===== src/rtl/srt_pre_processing.sv =====
`default_nettype none
// ============================================================================
// Module      : srt_pre_processing
// Description : Unpacks two IEEE-754 single-precision operands for an SRT
//               divider: special-case decode, mantissa normalization and
//               biased result exponent.
// Revision    : 1.0 - initial release
// ============================================================================
module srt_pre_processing (
    input  logic        clk,
    input  logic        rst,
    input  logic        in_valid,
    output logic        in_ready,
    input  logic [31:0] dividend,
    input  logic [31:0] divisor,
    output logic        out_valid,
    input  logic        out_ready,
    output logic [23:0] dividend_mant,
    output logic [23:0] divisor_mant,
    output logic        result_sign,
    output logic [9:0]  exp_out,
    output logic        is_nan,
    output logic        is_inf,
    output logic        is_zero,
    output logic        div_by_zero
);

    typedef enum logic [1:0] {
        ST_IDLE = 2'd0,
        ST_NORM = 2'd1,
        ST_HOLD = 2'd2
    } state_t;

    localparam logic [9:0] c_BIAS = 10'd127;

    state_t      state_q, state_d;
    logic [23:0] mant_a_q, mant_a_d;
    logic [23:0] mant_b_q, mant_b_d;
    logic [9:0]  exp_q, exp_d;
    logic        sign_q, sign_d;
    logic        nan_q, nan_d;
    logic        inf_q, inf_d;
    logic        zero_q, zero_d;
    logic        dbz_q, dbz_d;

    // Operand classification
    logic [7:0]  w_ea, w_eb, w_eff_a, w_eff_b;
    logic        w_a_nan, w_a_inf, w_a_zero, w_b_nan, w_b_inf, w_b_zero;
    logic        w_nan, w_inf, w_zero, w_dbz, w_special;
    logic [23:0] w_mant_a, w_mant_b, w_norm_a, w_norm_b;
    logic [9:0]  w_exp;

    assign w_ea     = dividend[30:23];
    assign w_eb     = divisor[30:23];
    assign w_a_nan  = (w_ea == 8'hFF) && (dividend[22:0] != 23'd0);
    assign w_a_inf  = (w_ea == 8'hFF) && (dividend[22:0] == 23'd0);
    assign w_a_zero = (w_ea == 8'h00) && (dividend[22:0] == 23'd0);
    assign w_b_nan  = (w_eb == 8'hFF) && (divisor[22:0] != 23'd0);
    assign w_b_inf  = (w_eb == 8'hFF) && (divisor[22:0] == 23'd0);
    assign w_b_zero = (w_eb == 8'h00) && (divisor[22:0] == 23'd0);

    assign w_nan     = w_a_nan | w_b_nan | (w_a_zero & w_b_zero) | (w_a_inf & w_b_inf);
    assign w_inf     = ~w_nan & (w_a_inf | w_b_zero);
    assign w_dbz     = ~w_nan & w_b_zero & ~w_a_inf;
    assign w_zero    = ~w_nan & (w_a_zero | w_b_inf);
    assign w_special = w_nan | w_inf | w_zero;

    // Subnormals use exponent 1 with no hidden bit
    assign w_eff_a  = (w_ea == 8'h00) ? 8'd1 : w_ea;
    assign w_eff_b  = (w_eb == 8'h00) ? 8'd1 : w_eb;
    assign w_mant_a = {(w_ea != 8'h00), dividend[22:0]};
    assign w_mant_b = {(w_eb != 8'h00), divisor[22:0]};
    assign w_exp    = {2'b00, w_eff_a} - {2'b00, w_eff_b} + c_BIAS;

    assign w_norm_a = mant_a_q[23] ? mant_a_q : {mant_a_q[22:0], 1'b0};
    assign w_norm_b = mant_b_q[23] ? mant_b_q : {mant_b_q[22:0], 1'b0};

    always_comb begin
        state_d  = state_q;
        mant_a_d = mant_a_q;
        mant_b_d = mant_b_q;
        exp_d    = exp_q;
        sign_d   = sign_q;
        nan_d    = nan_q;
        inf_d    = inf_q;
        zero_d   = zero_q;
        dbz_d    = dbz_q;
        case (state_q)
            ST_IDLE: begin
                if (in_valid) begin
                    sign_d = dividend[31] ^ divisor[31];
                    nan_d  = w_nan;
                    inf_d  = w_inf;
                    zero_d = w_zero;
                    dbz_d  = w_dbz;
                    if (w_special) begin
                        mant_a_d = 24'd0;
                        mant_b_d = 24'd0;
                        exp_d    = 10'd0;
                        state_d  = ST_HOLD;
                    end else begin
                        mant_a_d = w_mant_a;
                        mant_b_d = w_mant_b;
                        exp_d    = w_exp;
                        state_d  = (w_mant_a[23] && w_mant_b[23]) ? ST_HOLD : ST_NORM;
                    end
                end
            end
            ST_NORM: begin
                mant_a_d = w_norm_a;
                mant_b_d = w_norm_b;
                exp_d    = exp_q - {9'd0, ~mant_a_q[23]} + {9'd0, ~mant_b_q[23]};
                if (w_norm_a[23] && w_norm_b[23]) begin
                    state_d = ST_HOLD;
                end
            end
            ST_HOLD: begin
                if (out_ready) begin
                    state_d = ST_IDLE;
                end
            end
            default: state_d = ST_IDLE;
        endcase
    end

    always_ff @(posedge clk) begin
        if (rst) begin
            state_q  <= ST_IDLE;
            mant_a_q <= 24'd0;
            mant_b_q <= 24'd0;
            exp_q    <= 10'd0;
            sign_q   <= 1'b0;
            nan_q    <= 1'b0;
            inf_q    <= 1'b0;
            zero_q   <= 1'b0;
            dbz_q    <= 1'b0;
        end else begin
            state_q  <= state_d;
            mant_a_q <= mant_a_d;
            mant_b_q <= mant_b_d;
            exp_q    <= exp_d;
            sign_q   <= sign_d;
            nan_q    <= nan_d;
            inf_q    <= inf_d;
            zero_q   <= zero_d;
            dbz_q    <= dbz_d;
        end
    end

    assign in_ready      = (state_q == ST_IDLE);
    assign out_valid     = (state_q == ST_HOLD);
    assign dividend_mant = mant_a_q;
    assign divisor_mant  = mant_b_q;
    assign result_sign   = sign_q;
    assign exp_out       = exp_q;
    assign is_nan        = nan_q;
    assign is_inf        = inf_q;
    assign is_zero       = zero_q;
    assign div_by_zero   = dbz_q;

endmodule
`default_nettype wire


===== config.mk =====
export PLATFORM = sky130hd
export DESIGN_NAME = srt_pre_processing
export DESIGN_NICKNAME = d
export VERILOG_FILES = /design/src/rtl/srt_pre_processing.sv
export SDC_FILE = /design/constraint.sdc
export NUM_CORES = 1
export LEC_CHECK = 0
export CORE_MARGIN = 4
export CORE_UTILIZATION = 46
export CTS_CLUSTER_SIZE = 10
export DETAILED_ROUTE_END_ITERATION = 6
export GPL_ROUTABILITY_DRIVEN = 0
export GPL_TIMING_DRIVEN = 0
export PLACE_DENSITY = 0.83
export SYNTH_ARGS = -nofsm -noshare
export SYNTH_HDL_FRONTEND = slang
export SYNTH_SLANG_ARGS = --single-unit

===== constraint.sdc =====
create_clock -name clk -period 3.3 [get_ports clk]
set_input_delay 0.495 -clock clk [delete_from_list [all_inputs] [get_ports clk]]
set_output_delay 0.495 -clock clk [all_outputs]
set_load 0.02 [all_outputs]

==> results.ini <==
[synth]
synthCells = 480
yosysTopAreaCell = dfxtp_1
synth.avg_cell_area_sq_um = 8.00
syn_nets = 569
synth_edf_count = 0
synth_area_leaders = dfxtp_1 (34%), nor2_1 (7.5%), ha_1 (6.2%), a222oi_1 (6.0%), a211oi_1 (5.3%)
netlist.area_leader.share = 0.339
ys_seq_area_frac = 0.339
synth.distinct_cells = 51
async_reset_ff_frac = 0
yosys_warnings = 0
ys_ff_latch = 65
synth_area_sq_um = 3840
ys.flop_type = dfxtp_1

[floorplanning]
die_area_sq_um = 9870
initial_core_util = 0.470
rows = 33
die_h_um = 99.4
core_sq_um = 8180
die_w_um = 99.4
ios = 133

[setup_path]
ff2ff_setup_slack_ps = 420
cpMaxStageDelayCell = clkdlybuf4s50_1
criticalPathCategory = input pin to register
critPathBufInv = 1
crit_fanout = 3
crit_chain = clkdlybuf4s50_1, nor4_1, nand2_1, nand2b_1, ha_2, fa_2, nand2b_4, a21oi_2, or4_1, o211ai_1, nand3_1, or2_2, a31oi_2, a2111oi_2
cpPeakStageDelay_ps = 450
worst_setup_path_end_kind = register
critPathTopFamily = simple AND/OR/NAND/NOR gates
critPathRequiredTime_ps = 3500
arrival_ps = 3450
start_kind = input pin

[detailed_routing]
drc = 0
viasPerCell = 5.81
wl_per_cell_um = 17.1
antenna_left = 0
wl_um = 12600
firstDrtPassIters = 6
drtIter0Drc = 327
vias = 4288

[cts]
cts_buffers = 9
cts_tree = done
ctsLongestPathBuffers = 2
cts.sinks = 65
path_clk_slew_ps = 70
clk_latency_ps = 350
cts-hold-fix-buffers = 0
clock-root-buffer = clkbuf_8
htree_levels = 3

[sta]
max_freq_mhz = 308
slew_headroom = 0.578
hold_viol = 0
layout_worst_path_cycle_share = 0.984
whs_ps = 459
slew_viol_final = 0
worst_pin_slew_ps = 633
setup_viol = 0
period_needed_ps = 3250
fin_skew_ps = 7.92

[final_layout]
final_common_cell = clkdlybuf4s50_1
fin_area_sq_um = 5680
final_util = 0.695
diodes = 0
area_delta_synth_final_pct = 47.9
final_cell_mix = clkdlybuf4s50_1 (123), nor2_1 (77), dfxtp_1 (65)
drive_above_1_share = 0.0869
final_net_count = 717

[global_routing]
grt_first_pass_wirelength_um = 19800
antenna_found_initial = 0
grtUsageTotal = 0.247
grt_pass1_vias = 4235
grt_max_degree = 13
overflow = 0

[power_and_ir_drop]
p_leak_nw = 2.28
power_density_nw_per_um2 = 455
max-vdd-ir-drop_mv = 0.232

[placed_design]
place_area_sq_um = 5290
port_buffers = 132
hpwl_um = 9310

[min_path]
hp-class = register to register

[run_status]
status = completed

[job]
max_cap_violations = 0

==> state kept, by name, indices dropped and copies added (netlist names), 2 cells and up <==
name,cells
divisor_mant,24
exp_out,10
state_q,2
dividend_mant,24
==> tightest hold or removal path: stages (launching register included) <==
cell     delay, ps
dfxtp_1        320
nand2_1         50
a21oi_1         50
==> per-stage QoR <==
step           power, mW  cells  setup TNS, ps  worst slack (ps)
6_report            2.58    738              0              54.2
5_1_grt             2.70    738           -220              -118
4_1_cts             2.56    736              0              5.74
3_5_place_dp        1.69    717          -1810              -527
3_3_place_gp        1.67    717          -1410              -440
2_1_floorplan       1.37    480              0               305
==> layout make-up <==
cell class	instances	area [sq um]
tap	105	131
fill	658	2500
sequential	65	1300
clock inverter	6	113
buffer	35	170
clock buffer	10	138
inverter	23	86.3
timing repair buffer	137	1380
multi-input combinational	357	2360
==> synth_stat cells (2+ instances only) <==
cell type / number
xnor2_1: 10
a21oi_1: 24
a21o_1: 2
xor2_1: 9
nor2_1: 77
nand4_1: 6
buf_6: 5
o211ai_1: 2
nand2b_1: 7
a31oi_1: 3
o21ai_0: 33
a21boi_0: 2
a2111oi_2: 2
or2_2: 5
nor4_2: 2
clkbuf_1: 29
ha_1: 19
fa_1: 2
a211oi_1: 27
inv_1: 23
nor4_1: 12
nor3_1: 9
and2_1: 4
dfxtp_1: 65
o22ai_1: 2
a222oi_1: 23
nor2b_1: 4
o31ai_1: 4
nand2_1: 38
nand3_1: 8
mux2i_1: 2
==> where the power goes <==
part / leakage [nW] / internal (mW) / total [mW] / switching (mW)
sequential: 0.536 / 0.846 / 0.904 / 0.0572
combinational: 1.62 / 0.389 / 0.818 / 0.428
clock: 0.127 / 0.526 / 0.863 / 0.337
total: 2.28 / 1.76 / 2.58 / 0.822
==> cell families after synthesis <==
family	count (synthesis)	synth area share
fa+ha+maj	21	0.0724
buf+inv	58	0.0668
mux	2	0.00522
compound gates	133	0.244
xor+xnor	19	0.0434
simple gates	182	0.229
flops	65	0.339
==> metal layers <==
layer  GRT usage  part of all wire  up-vias
met4      0.0714             0.018        0
met5           0                 0        -
li1            -                 -     2049
met2       0.416              0.49      225
met1       0.306              0.41     1989
met3      0.0715             0.089       25
==> worst paths after layout <==
| path | from | to | depth (start not counted) |
|---|---|---|---|
| min reg2reg | div_by_zero$_SDFFE_PP0P_ | div_by_zero$_SDFFE_PP0P_ | 2 |
| min | div_by_zero$_SDFFE_PP0P_ | div_by_zero$_SDFFE_PP0P_ | 2 |
| max | divisor[25] | exp_out[7]$_SDFFE_PP0P_ | 14 |
| max reg2reg | dividend_mant[23]$_SDFFE_PP0P_ | exp_out[6]$_SDFFE_PP0P_ | 14 |
==> repair_timing <==
action,4_1_cts,5_1_grt
pin swaps,5,8
endpoints found under the setup margin,3,5
setup buffers,3,2
gates resized for setup,4,20
(Power assumes the default switching activity.)
